[src/rtl/seg_pkg.sv]
// Shared definitions for the multiplexed seven-segment display controller:
// register map, CTRL field positions, reset constants and the hex decode table.
package seg_pkg;

  localparam logic [1:0] ADDR_VALUE = 2'd0;
  localparam logic [1:0] ADDR_DP    = 2'd1;
  localparam logic [1:0] ADDR_BLANK = 2'd2;
  localparam logic [1:0] ADDR_CTRL  = 2'd3;

  localparam int CTRL_EN_BIT  = 0;
  localparam int CTRL_BRI_LSB = 4;
  localparam int CTRL_BRI_MSB = 7;

  localparam logic [31:0] CTRL_RST  = 32'h0000_00F0;
  localparam int          PWM_STEPS = 16;

  // Active-high gfedcba pattern for one hex nibble.
  function automatic logic [6:0] hex_to_seg(input logic [3:0] nib);
    logic [6:0] s;
    case (nib)
      4'h0: s = 7'h3F;
      4'h1: s = 7'h06;
      4'h2: s = 7'h5B;
      4'h3: s = 7'h4F;
      4'h4: s = 7'h66;
      4'h5: s = 7'h6D;
      4'h6: s = 7'h7D;
      4'h7: s = 7'h07;
      4'h8: s = 7'h7F;
      4'h9: s = 7'h6F;
      4'hA: s = 7'h77;
      4'hB: s = 7'h7C;
      4'hC: s = 7'h39;
      4'hD: s = 7'h5E;
      4'hE: s = 7'h79;
      default: s = 7'h71;
    endcase
    return s;
  endfunction

endpackage

[src/rtl/seg_display_mux_if.sv]
// Register-bus connection between a bus master and the display controller.
interface seg_display_mux_if;

    logic [1:0]  address;
    logic        write;
    logic [31:0] writedata;
    logic        read;
    logic [31:0] readdata;

    modport master (output address, output write, output writedata, output read,
                    input readdata);
    modport slave  (input address, input write, input writedata, input read,
                    output readdata);

endinterface

[src/rtl/hex7seg.sv]
// Combinational hex nibble to active-high seven-segment decoder.
module hex7seg
    import seg_pkg::*;
(
    input  logic [3:0] nibble,
    output logic [6:0] segments
);

    assign segments = hex_to_seg(nibble);

endmodule

[src/rtl/seg_display_mux.sv]
// Multiplexed DIGITS-digit seven-segment controller with PWM brightness,
// per-digit dp/blank and frame-synchronous double-buffered digit values.
module seg_display_mux
    import seg_pkg::*;
#(
    parameter int DIGITS         = 4,
    parameter int PRESCALE       = 3125,
    parameter bit SEL_ACTIVE_LOW = 1'b1,
    parameter bit SEG_ACTIVE_LOW = 1'b1
) (
    input  logic              clk,
    input  logic              reset_n,
    seg_display_mux_if.slave  bus,
    output logic [DIGITS-1:0] display_select,
    output logic [7:0]        display_segment
);

    localparam int PRE_W = (PRESCALE > 1) ? $clog2(PRESCALE) : 1;
    localparam int IDX_W = (DIGITS > 1) ? $clog2(DIGITS) : 1;
    localparam int VAL_W = 4 * DIGITS;

    function automatic logic [DIGITS-1:0] sel_pol(input logic [DIGITS-1:0] s);
        return SEL_ACTIVE_LOW ? ~s : s;
    endfunction

    function automatic logic [7:0] seg_pol(input logic [7:0] s);
        return SEG_ACTIVE_LOW ? ~s : s;
    endfunction

    logic [PRE_W-1:0]  pre_cnt;
    logic [3:0]        phase;
    logic [IDX_W-1:0]  idx;
    logic              tick, phase_wrap, frame_wrap;

    logic [VAL_W-1:0]  shadow_val, active_val;
    logic [DIGITS-1:0] dp, blank;
    logic              en;
    logic [3:0]        bri;
    logic [31:0]       rd_mux;
    logic              unused_wdata;

    logic [3:0]        nib_p0;
    logic [6:0]        hex_p0;
    logic              lit_p0;
    logic [DIGITS-1:0] onehot_p0;

    assign unused_wdata = ^bus.writedata;

    assign tick       = (pre_cnt == PRE_W'(PRESCALE - 1));
    assign phase_wrap = tick && (phase == 4'(PWM_STEPS - 1));
    assign frame_wrap = phase_wrap && (idx == IDX_W'(DIGITS - 1));

    always_ff @(posedge clk) begin
        if (!reset_n) begin
            pre_cnt <= '0;
            phase   <= '0;
            idx     <= '0;
        end else begin
            pre_cnt <= tick ? '0 : pre_cnt + 1'b1;
            if (tick)
                phase <= phase + 1'b1;
            if (phase_wrap)
                idx <= frame_wrap ? '0 : idx + 1'b1;
        end
    end

    always_ff @(posedge clk) begin
        if (!reset_n) begin
            shadow_val <= '0;
            dp         <= '0;
            blank      <= '0;
            en         <= CTRL_RST[CTRL_EN_BIT];
            bri        <= CTRL_RST[CTRL_BRI_MSB:CTRL_BRI_LSB];
        end else if (bus.write) begin
            case (bus.address)
                ADDR_VALUE: shadow_val <= bus.writedata[VAL_W-1:0];
                ADDR_DP:    dp         <= bus.writedata[DIGITS-1:0];
                ADDR_BLANK: blank      <= bus.writedata[DIGITS-1:0];
                default: begin
                    en  <= bus.writedata[CTRL_EN_BIT];
                    bri <= bus.writedata[CTRL_BRI_MSB:CTRL_BRI_LSB];
                end
            endcase
        end
    end

    // A VALUE write on the wrap edge only reaches shadow; active takes the old shadow.
    always_ff @(posedge clk) begin
        if (!reset_n)
            active_val <= '0;
        else if (frame_wrap)
            active_val <= shadow_val;
    end

    always_comb begin
        rd_mux = '0;
        case (bus.address)
            ADDR_VALUE: rd_mux[VAL_W-1:0]  = shadow_val;
            ADDR_DP:    rd_mux[DIGITS-1:0] = dp;
            ADDR_BLANK: rd_mux[DIGITS-1:0] = blank;
            default: begin
                rd_mux[CTRL_EN_BIT]               = en;
                rd_mux[CTRL_BRI_MSB:CTRL_BRI_LSB] = bri;
            end
        endcase
    end

    always_ff @(posedge clk) begin
        if (!reset_n)
            bus.readdata <= '0;
        else if (bus.read)
            bus.readdata <= rd_mux;
    end

    // Stage p0: decode the current digit slot from the timing chain state.
    assign nib_p0    = active_val[idx*4 +: 4];
    assign lit_p0    = en && !blank[idx] && (phase <= bri);
    assign onehot_p0 = DIGITS'(1) << idx;

    hex7seg u_hex7seg (
        .nibble   (nib_p0),
        .segments (hex_p0)
    );

    // Stage p1: registered pins, polarity applied last.
    always_ff @(posedge clk) begin
        if (!reset_n) begin
            display_select  <= sel_pol('0);
            display_segment <= seg_pol('0);
        end else if (lit_p0) begin
            display_select  <= sel_pol(onehot_p0);
            display_segment <= seg_pol({dp[idx], hex_p0});
        end else begin
            display_select  <= sel_pol('0);
            display_segment <= seg_pol('0);
        end
    end

endmodule

[src/flat_wrapper.sv]
// flat-port wrapper written by rule: the top's interface ports become plain ports
module seg_display_mux_flat import seg_pkg::*;
#(
    parameter int DIGITS         = 4,
    parameter int PRESCALE       = 3125,
    parameter bit SEL_ACTIVE_LOW = 1'b1,
    parameter bit SEG_ACTIVE_LOW = 1'b1
)
  (clk, reset_n, display_select, display_segment, bus_address, bus_write, bus_writedata, bus_read, bus_readdata);
  seg_display_mux_if bus_i ();
  input  logic clk;
  input  logic reset_n;
  output logic [DIGITS-1:0] display_select;
  output logic [7:0] display_segment;
  input wire logic [$bits(bus_i.address)-1:0] bus_address;
  input wire logic [$bits(bus_i.write)-1:0] bus_write;
  input wire logic [$bits(bus_i.writedata)-1:0] bus_writedata;
  input wire logic [$bits(bus_i.read)-1:0] bus_read;
  output wire logic [$bits(bus_i.readdata)-1:0] bus_readdata;
  assign bus_i.address = bus_address;
  assign bus_i.write = bus_write;
  assign bus_i.writedata = bus_writedata;
  assign bus_i.read = bus_read;
  assign bus_readdata = bus_i.readdata;
  seg_display_mux #(.DIGITS(DIGITS), .PRESCALE(PRESCALE), .SEL_ACTIVE_LOW(SEL_ACTIVE_LOW), .SEG_ACTIVE_LOW(SEG_ACTIVE_LOW)) u_core (.clk(clk), .reset_n(reset_n), .bus(bus_i), .display_select(display_select), .display_segment(display_segment));
endmodule
[config.mk]
export PLATFORM = sky130hd
export DESIGN_NAME = seg_display_mux_flat
export DESIGN_NICKNAME = d
export VERILOG_FILES = /design/src/rtl/seg_pkg.sv /design/src/rtl/seg_display_mux_if.sv /design/src/rtl/hex7seg.sv /design/src/rtl/seg_display_mux.sv /design/src/flat_wrapper.sv
export SDC_FILE = /design/constraint.sdc
export NUM_CORES = 1
export LEC_CHECK = 0
export ABC_CLOCK_PERIOD_IN_PS = 2800
export CAP_MARGIN = 20
export CORE_ASPECT_RATIO = 1.1
export CORE_MARGIN = 8
export CORE_UTILIZATION = 25
export CTS_CLUSTER_SIZE = 8
export DETAILED_ROUTE_END_ITERATION = 7
export HOLD_SLACK_MARGIN = 0.12
export PLACE_DENSITY = 0.54
export SETUP_SLACK_MARGIN = 0.1
export SYNTH_ARGS = -nofsm -noshare
export SYNTH_HDL_FRONTEND = slang
export SYNTH_SLANG_ARGS = --single-unit
[constraint.sdc]
create_clock -name clk -period 2.8 [get_ports clk]
set_clock_uncertainty 0.1 [all_clocks]
set_input_delay 0.42 -clock clk [delete_from_list [all_inputs] [get_ports clk]]
set_output_delay 0.42 -clock clk [all_outputs]
set_load 0.01 [all_outputs]
==> metrics.yaml, run 1 <==
post_cts.resized_instances: 0
yosysWarningCount: 0
dp_hpwl_um: 7600
proportion_of_synthesized_flip_flops_having_asynchronous_set_or_reset: 0
setup_crit_path_kind: "flop to flop"
grt_max_degree: 34
timing.hold.worst.class: "flop to flop"
ys_dominant_reg_cell: "sky130_fd_sc_hd__dfxtp_1"
core_um2: 16800
yosys.area_share.simple: 0.200
synth.cells.most_frequent: "sky130_fd_sc_hd__dfxtp_1 (91), sky130_fd_sc_hd__nand2_1 (90), sky130_fd_sc_hd__a21boi_0 (28)"
synth_sequential_area_ratio: 0.428
holdBufCountCts: 0
avgViaCountPerCell: 4.45
yosys.area.top_type_share: 0.428
final_antenna_net_count: 0
synth-compound-area-share: 0.118
routedWlPerCell_um: 14.0
io_buffer_count: 49
status: "finished clean"
yosys.cell_count.top_type: "sky130_fd_sc_hd__dfxtp_1"
number_of_synthesized_flops_with_an_enable_pin: 0
worst_hold_path.endpoint: "u_core.active_val[9]"
final.setup.tns_ns: 0
r2r_end: "u_core.display_segment[3]"
filler_cell_count: 1733
whs_path_depth: 2
worst-endpoint-required_ns: 2.93
grt_antenna_before_repair: 0
power.density_cell_area_nw_per_um2: 531
ctsHtreeMaxLevel: 3
synth.distinct_cells: 41
grt_setup_unrepaired: "no"
placementRows: 50
worst_hold_startpoint: "u_core.active_val[9]"
timing_worst_slew_pin_value_ns: 0.587
grt.overflow.total: 0
synth_fa_ha_area_frac: 0.0499
rr_worst_depth: 5
grt_pass1_vias: 3227
die_span_y_um: 153
post-synth-top-area-cell: "sky130_fd_sc_hd__dfxtp_1"
power_leakage_nw: 1.94
start_util: 0.253
critical_path.max_fanout: 5
worst_setup_path_end_kind: "flop"
cap_violations: 0
slew_viol_final: 0
max_root_sink_buffers: 2
drt_iter0_drc: 98
total_clock_buffers_created_by_cts: 9
total_die_area_um2: 21500
chipWidth_um: 140
clock-sinks: 91
worstPathArrival_ns: 2.29
area_growth_pct: 22.2
synth-xor-area-share: 0.0349
clock-root-buffer: "sky130_fd_sc_hd__clkbuf_16"
globalRouteTotalUtil: 0.0964
postSynthCellCount: 469
drt-total-wl_um: 10200
start_kind: "flop"
clock_insertion_delay_worst_skew_ns: 0.35
achievable-frequency_mhz: 462
synth_seq_cells: 91
io_pins: 82
synthesis.area_per_instance_um2: 9.08
source_of_the_worst_register_to_register_timing_path: "u_core.idx[0]"
final_period_minus_worst_setup_slack_ns: 2.16
routed-via-count: 3218
timing.final.hold_violations: 0
synth_area_um2: 4260
slew_headroom: 0.608
first_pass_grt_wire_length_um: 16600
tritoncts: "yes"
post-route-drc-count: 0
internal_reg_to_reg_setup_slack_ns: 0.64
nets: 565
path_clk_slew_ns: 0.07
post_dp_cell_area_um2: 4900
setup_viol_count_final: 0
yosys-mux-area-fraction: 0.0922
crit_start: "u_core.idx[0]"
ir_drop_mv: 0.288
layout-drive-gt1-share: 0.0854
synth_top_family_by_area: "simple AND/OR/NAND/NOR gates"
synth.top_cells.by_area: "sky130_fd_sc_hd__dfxtp_1 (43%), sky130_fd_sc_hd__nand2_1 (7.9%), sky130_fd_sc_hd__ha_1 (5.0%)"
gp_congestion: 0.784
cts_setup_buffers: 0
drt-pass1-iter-count: 4
antenna_cells: 0
fin_crit_sh: 0.773
fin_area_um2: 5210
post-route-util: 0.309
registers in the layout, summed over array words and instances, names as in the netlist:
| signal | flops |
|---|---|
| u_core.bus.readdata | 16 |
| u_core.active_val | 16 |
| u_core.dp | 4 |
| u_core.en | 1 |
| u_core.blank | 4 |
| u_core.bri | 4 |
| u_core.phase | 4 |
| u_core.display_select | 4 |
| u_core.idx | 2 |
| u_core.shadow_val | 16 |
| u_core.display_segment | 8 |
| u_core.pre_cnt | 12 |
worst max path at each step:
stage                     slack (ns)  depth (start not counted)                   endpoint
after floorplan                 0.73                          6  u_core.display_segment[3]
after global placement          0.66                          5  u_core.display_segment[3]
after detailed placement        0.61                          6      u_core.shadow_val[11]
after CTS                       0.61                          5  u_core.display_segment[3]
after global routing            0.46                          4         u_core.pre_cnt[11]
final                           0.64                          5  u_core.display_segment[3]
final cells by class:
cell class,instances,area [um^2],share of cell area
Multi-Input combinational cell,328,2170,0.417
Sequential cell,91,1820,0.350
Timing Repair Buffer,62,583,0.112
Tap cell,208,260,0.0500
Clock buffer,11,243,0.0466
Inverter,18,67.6,0.0130
Clock inverter,5,60.1,0.0115
cells in the final DEF (no fill, tap or decap), drive strengths merged, types with 2 or more instances in the layout:
cell           synthesis  final
clkinv                 0      2
nor2                  17     17
mux2                   2      2
or2                    2      2
clkbuf                25     11
xor2                   7      7
inv                   18     19
nand2                 90     90
nand3b                 2      2
nor3                   4      4
o211ai                10     10
o221ai                 2      2
nand3                 21     21
conb                   1     16
ha                    17     17
a21boi                29     29
o211a                  8      8
nor2b                 10     10
nor4                   4      4
clkdlybuf4s50          0     48
buf                   22     14
dfxtp                 91     91
nand2b                10     10
and2                   6      6
a22oi                  4      4
o21ai                 10     10
xnor2                 10     10
a21oi                  2      2
mux4                   8      8
mux2i                 19     19
nand4                 11     11
power breakdown:
group	internal (mW)	total [mW]	switching (mW)
Clock	0.720	1.24	0.521
Combinational	0.0851	0.184	0.0993
Sequential	1.32	1.34	0.0200
Total	2.13	2.77	0.640
critical path: stages (launching register included):
cell and delay (ns):
sky130_fd_sc_hd__dfxtp_1 0.54, sky130_fd_sc_hd__mux4_2 0.62, sky130_fd_sc_hd__ha_1 0.27, sky130_fd_sc_hd__or2_2 0.31, sky130_fd_sc_hd__a21oi_1 0.13, sky130_fd_sc_hd__o21ai_0 0.08
cells by family after synthesis:
kind of cell / count (synthesis)
simple gates: 181
buf+inv: 65
other cells: 1
flops: 91
fa+ha+maj: 17
compound gates: 68
mux: 29
xor+xnor: 17
stage by stage:
| stage | power, mW | std cells | setup WS [ns] | hold WS [ns] |
|---|---|---|---|---|
| after global placement | 1.55 | 707 | 0.656 | 0.352 |
| after CTS | 2.81 | 723 | 0.614 | 0.361 |
| after global routing | 2.88 | 723 | 0.463 | 0.377 |
| after detailed placement | 1.56 | 707 | 0.607 | 0.351 |
| after floorplan | 1.49 | 484 | 0.730 | 0.332 |
| final | 2.77 | 723 | 0.636 | 0.357 |
routing by layer:
metal	share of wire	GRT usage
met1	0.43	0.105
met2	0.51	0.170
met3	0.048	0.0349
met4	0.013	0.0323
met5	0	0
Power figures use the tool's default switching activity.
==> inputs of run 2 (changes only) <==
- ABC_CLOCK_PERIOD_IN_PS: 2800 -> 1900
- PLACE_DENSITY: 0.54 -> 0.56
- clock period: 2.8 -> 1.9 ns (I/O delays scaled with it)
==> metrics.yaml, run 2 (same netlist as run 1, synthesis figures left out) <==
status: "finished clean"
cap_violations: 0  # unchanged
internal_reg_to_reg_setup_slack_ns: 0.008  # -0.63 ns
ir_drop_mv: 0.333  # +16%
post-route-util: 0.349  # +0.0398
nets: 595  # +5.3%
rr_worst_depth: 5  # unchanged
worst_path_max_delay_cell: "sky130_fd_sc_hd__mux4_2"
drt_iter0_drc: 114  # +16%
io_pins: 82  # unchanged
total_clock_buffers_created_by_cts: 9  # unchanged
core_um2: 16800  # unchanged
whs_path_depth: 2  # unchanged
antenna_cells: 0  # unchanged
worst_hold_path.endpoint: "u_core.phase[2]"
r2r_end: "u_core.display_segment[3]"
chipWidth_um: 140  # unchanged
routed-via-count: 3365  # +4.6%
grt.overflow.total: 0  # unchanged
worst-endpoint-required_ns: 2.04  # -0.89 ns
io_buffer_count: 49  # unchanged
final_antenna_net_count: 0  # unchanged
start_kind: "flop"
die_span_y_um: 153  # unchanged
max_root_sink_buffers: 2  # unchanged
achievable-frequency_mhz: 529  # +14%
grt_setup_unrepaired: "yes"
critical_path.cell_chain: "mux4_2 > ha_4 > or2_4 > a21oi_2 > o21ai_1"
routedWlPerCell_um: 14.1  # +0.41%
worst_setup_path_end_kind: "flop"
timing.hold.worst.class: "input port to flop"
commonest_non_fill_non_tap_cells_in_the_layout: "sky130_fd_sc_hd__dfxtp_1 (86), sky130_fd_sc_hd__nand2_1 (85), sky130_fd_sc_hd__clkdlybuf4s50_1 (48)"
tritoncts: "yes"
timing.critical_path.max_delay_family: "multiplexers"
slew_viol_final: 0  # unchanged
dp_hpwl_um: 7590  # -0.14%
power.density_cell_area_nw_per_um2: 719  # +35%
worstPathBufferInverterCount: 0  # unchanged
placementRows: 50  # unchanged
drt-total-wl_um: 10600  # +4.6%
final.setup.tns_ns: 0  # unchanged
clock-root-buffer: "sky130_fd_sc_hd__clkbuf_16"
totalPowerFinal_mw: 4.22  # +53%
place_worst_setup_slack_ns: -0.0673  # -0.675 ns
timing.final.hold_violations: 0  # unchanged
layout-drive-gt1-share: 0.222  # +0.137
mostFrequentLayoutCell: "sky130_fd_sc_hd__dfxtp_1"
fin_crit_sh: 0.996  # +0.223
grt_pass1_vias: 3460  # +7.2%
gp_congestion: 0.775  # -1.1%
start_util: 0.253  # unchanged
path_clk_slew_ns: 0.07  # about the same
grt_max_degree: 54  # +59%
critical-path-max-stage-delay_ns: 0.63  # about the same
worstPathArrival_ns: 2.03  # -0.26 ns
area_growth_pct: 37.9
ctsHtreeMaxLevel: 3  # unchanged
post-route-drc-count: 0  # unchanged
drt-pass1-iter-count: 4  # unchanged
grt_antenna_before_repair: 0  # unchanged
source_of_the_worst_register_to_register_timing_path: "u_core.idx[0]"
timing.final.ws_setup_ns: 0.00806  # -0.628 ns
total_die_area_um2: 21500  # unchanged
clock-sinks: 91  # unchanged
worst_hold_startpoint: "reset_n"
clock_insertion_delay_worst_skew_ns: 0.35  # about the same
setup_crit_path_kind: "flop to flop"
first_pass_grt_wire_length_um: 17200  # +4.1%
critical_path.max_fanout: 7  # +2
reg.largest.list: "u_core.active_val x16, u_core.bus.readdata x16, u_core.shadow_val x16"
power_leakage_nw: 2.23  # +15%
setup_viol_count_final: 0  # unchanged
final_period_minus_worst_setup_slack_ns: 1.89  # -0.272 ns
globalRouteTotalUtil: 0.0979  # +0.00154
avgViaCountPerCell: 4.47  # +0.40%
run 2: how the worst max path moves through the flow:
stage	start	endpoint	slack (ns)	cells after the start
floorplan	u_core.idx[0]	u_core.display_segment[5]	0.04	6
detailed placement	u_core.idx[0]	u_core.display_segment[5]	-0.07	7
global placement	u_core.idx[0]	u_core.display_segment[5]	-0.04	5
finish	u_core.idx[0]	u_core.display_segment[3]	0.008	5
global route	u_core.idx[0]	u_core.display_segment[3]	-0.08	6
CTS	u_core.idx[0]	u_core.display_segment[3]	0.001	5
run 2: timing repair:
action | CTS | global route
setup buffers | 5 | 6
cloned | 1 | 2
endpoints found under the setup margin | 46 | 43
hold buffers | 0 | 0
gates resized for setup | 17 | 64
pin swaps | 2 | 26
run 2: per-stage QoR:
stage	std cells	hold WS [ns]	area, um^2
2_1_floorplan	484	0.309	4380
3_3_place_gp	724	0.349	5140
3_5_place_dp	724	0.356	5140
4_1_cts	746	0.173	5590
5_1_grt	753	0.191	5880
6_report	753	0.201	5880
run 2: layout make-up:
| cell class | instances | area [um^2] |
|---|---|---|
| Timing Repair Buffer | 92 | 931 |
| Inverter | 18 | 72.6 |
| Clock inverter | 7 | 92.6 |
| Clock buffer | 9 | 225 |
| Fill cell | 1660 | 11000 |
| Sequential cell | 91 | 1830 |
| Tap cell | 208 | 260 |
| Multi-Input combinational cell | 328 | 2460 |
run 2: per-layer routing:
metal  wire, um  share of wire  vias to the layer above  track usage
met1       4570           0.43                     1608        0.110
met2       5530           0.52                       41        0.174
met3        338          0.032                       14       0.0231
met4        167          0.016                        0       0.0384
li1           -              -                     1702            -
met5          0              0                        -            0
run 2: power breakdown:
part	switching (mW)	internal, mW
clock network	0.779	1.15
registers	0.0303	1.95
logic	0.165	0.156
total	0.974	3.25
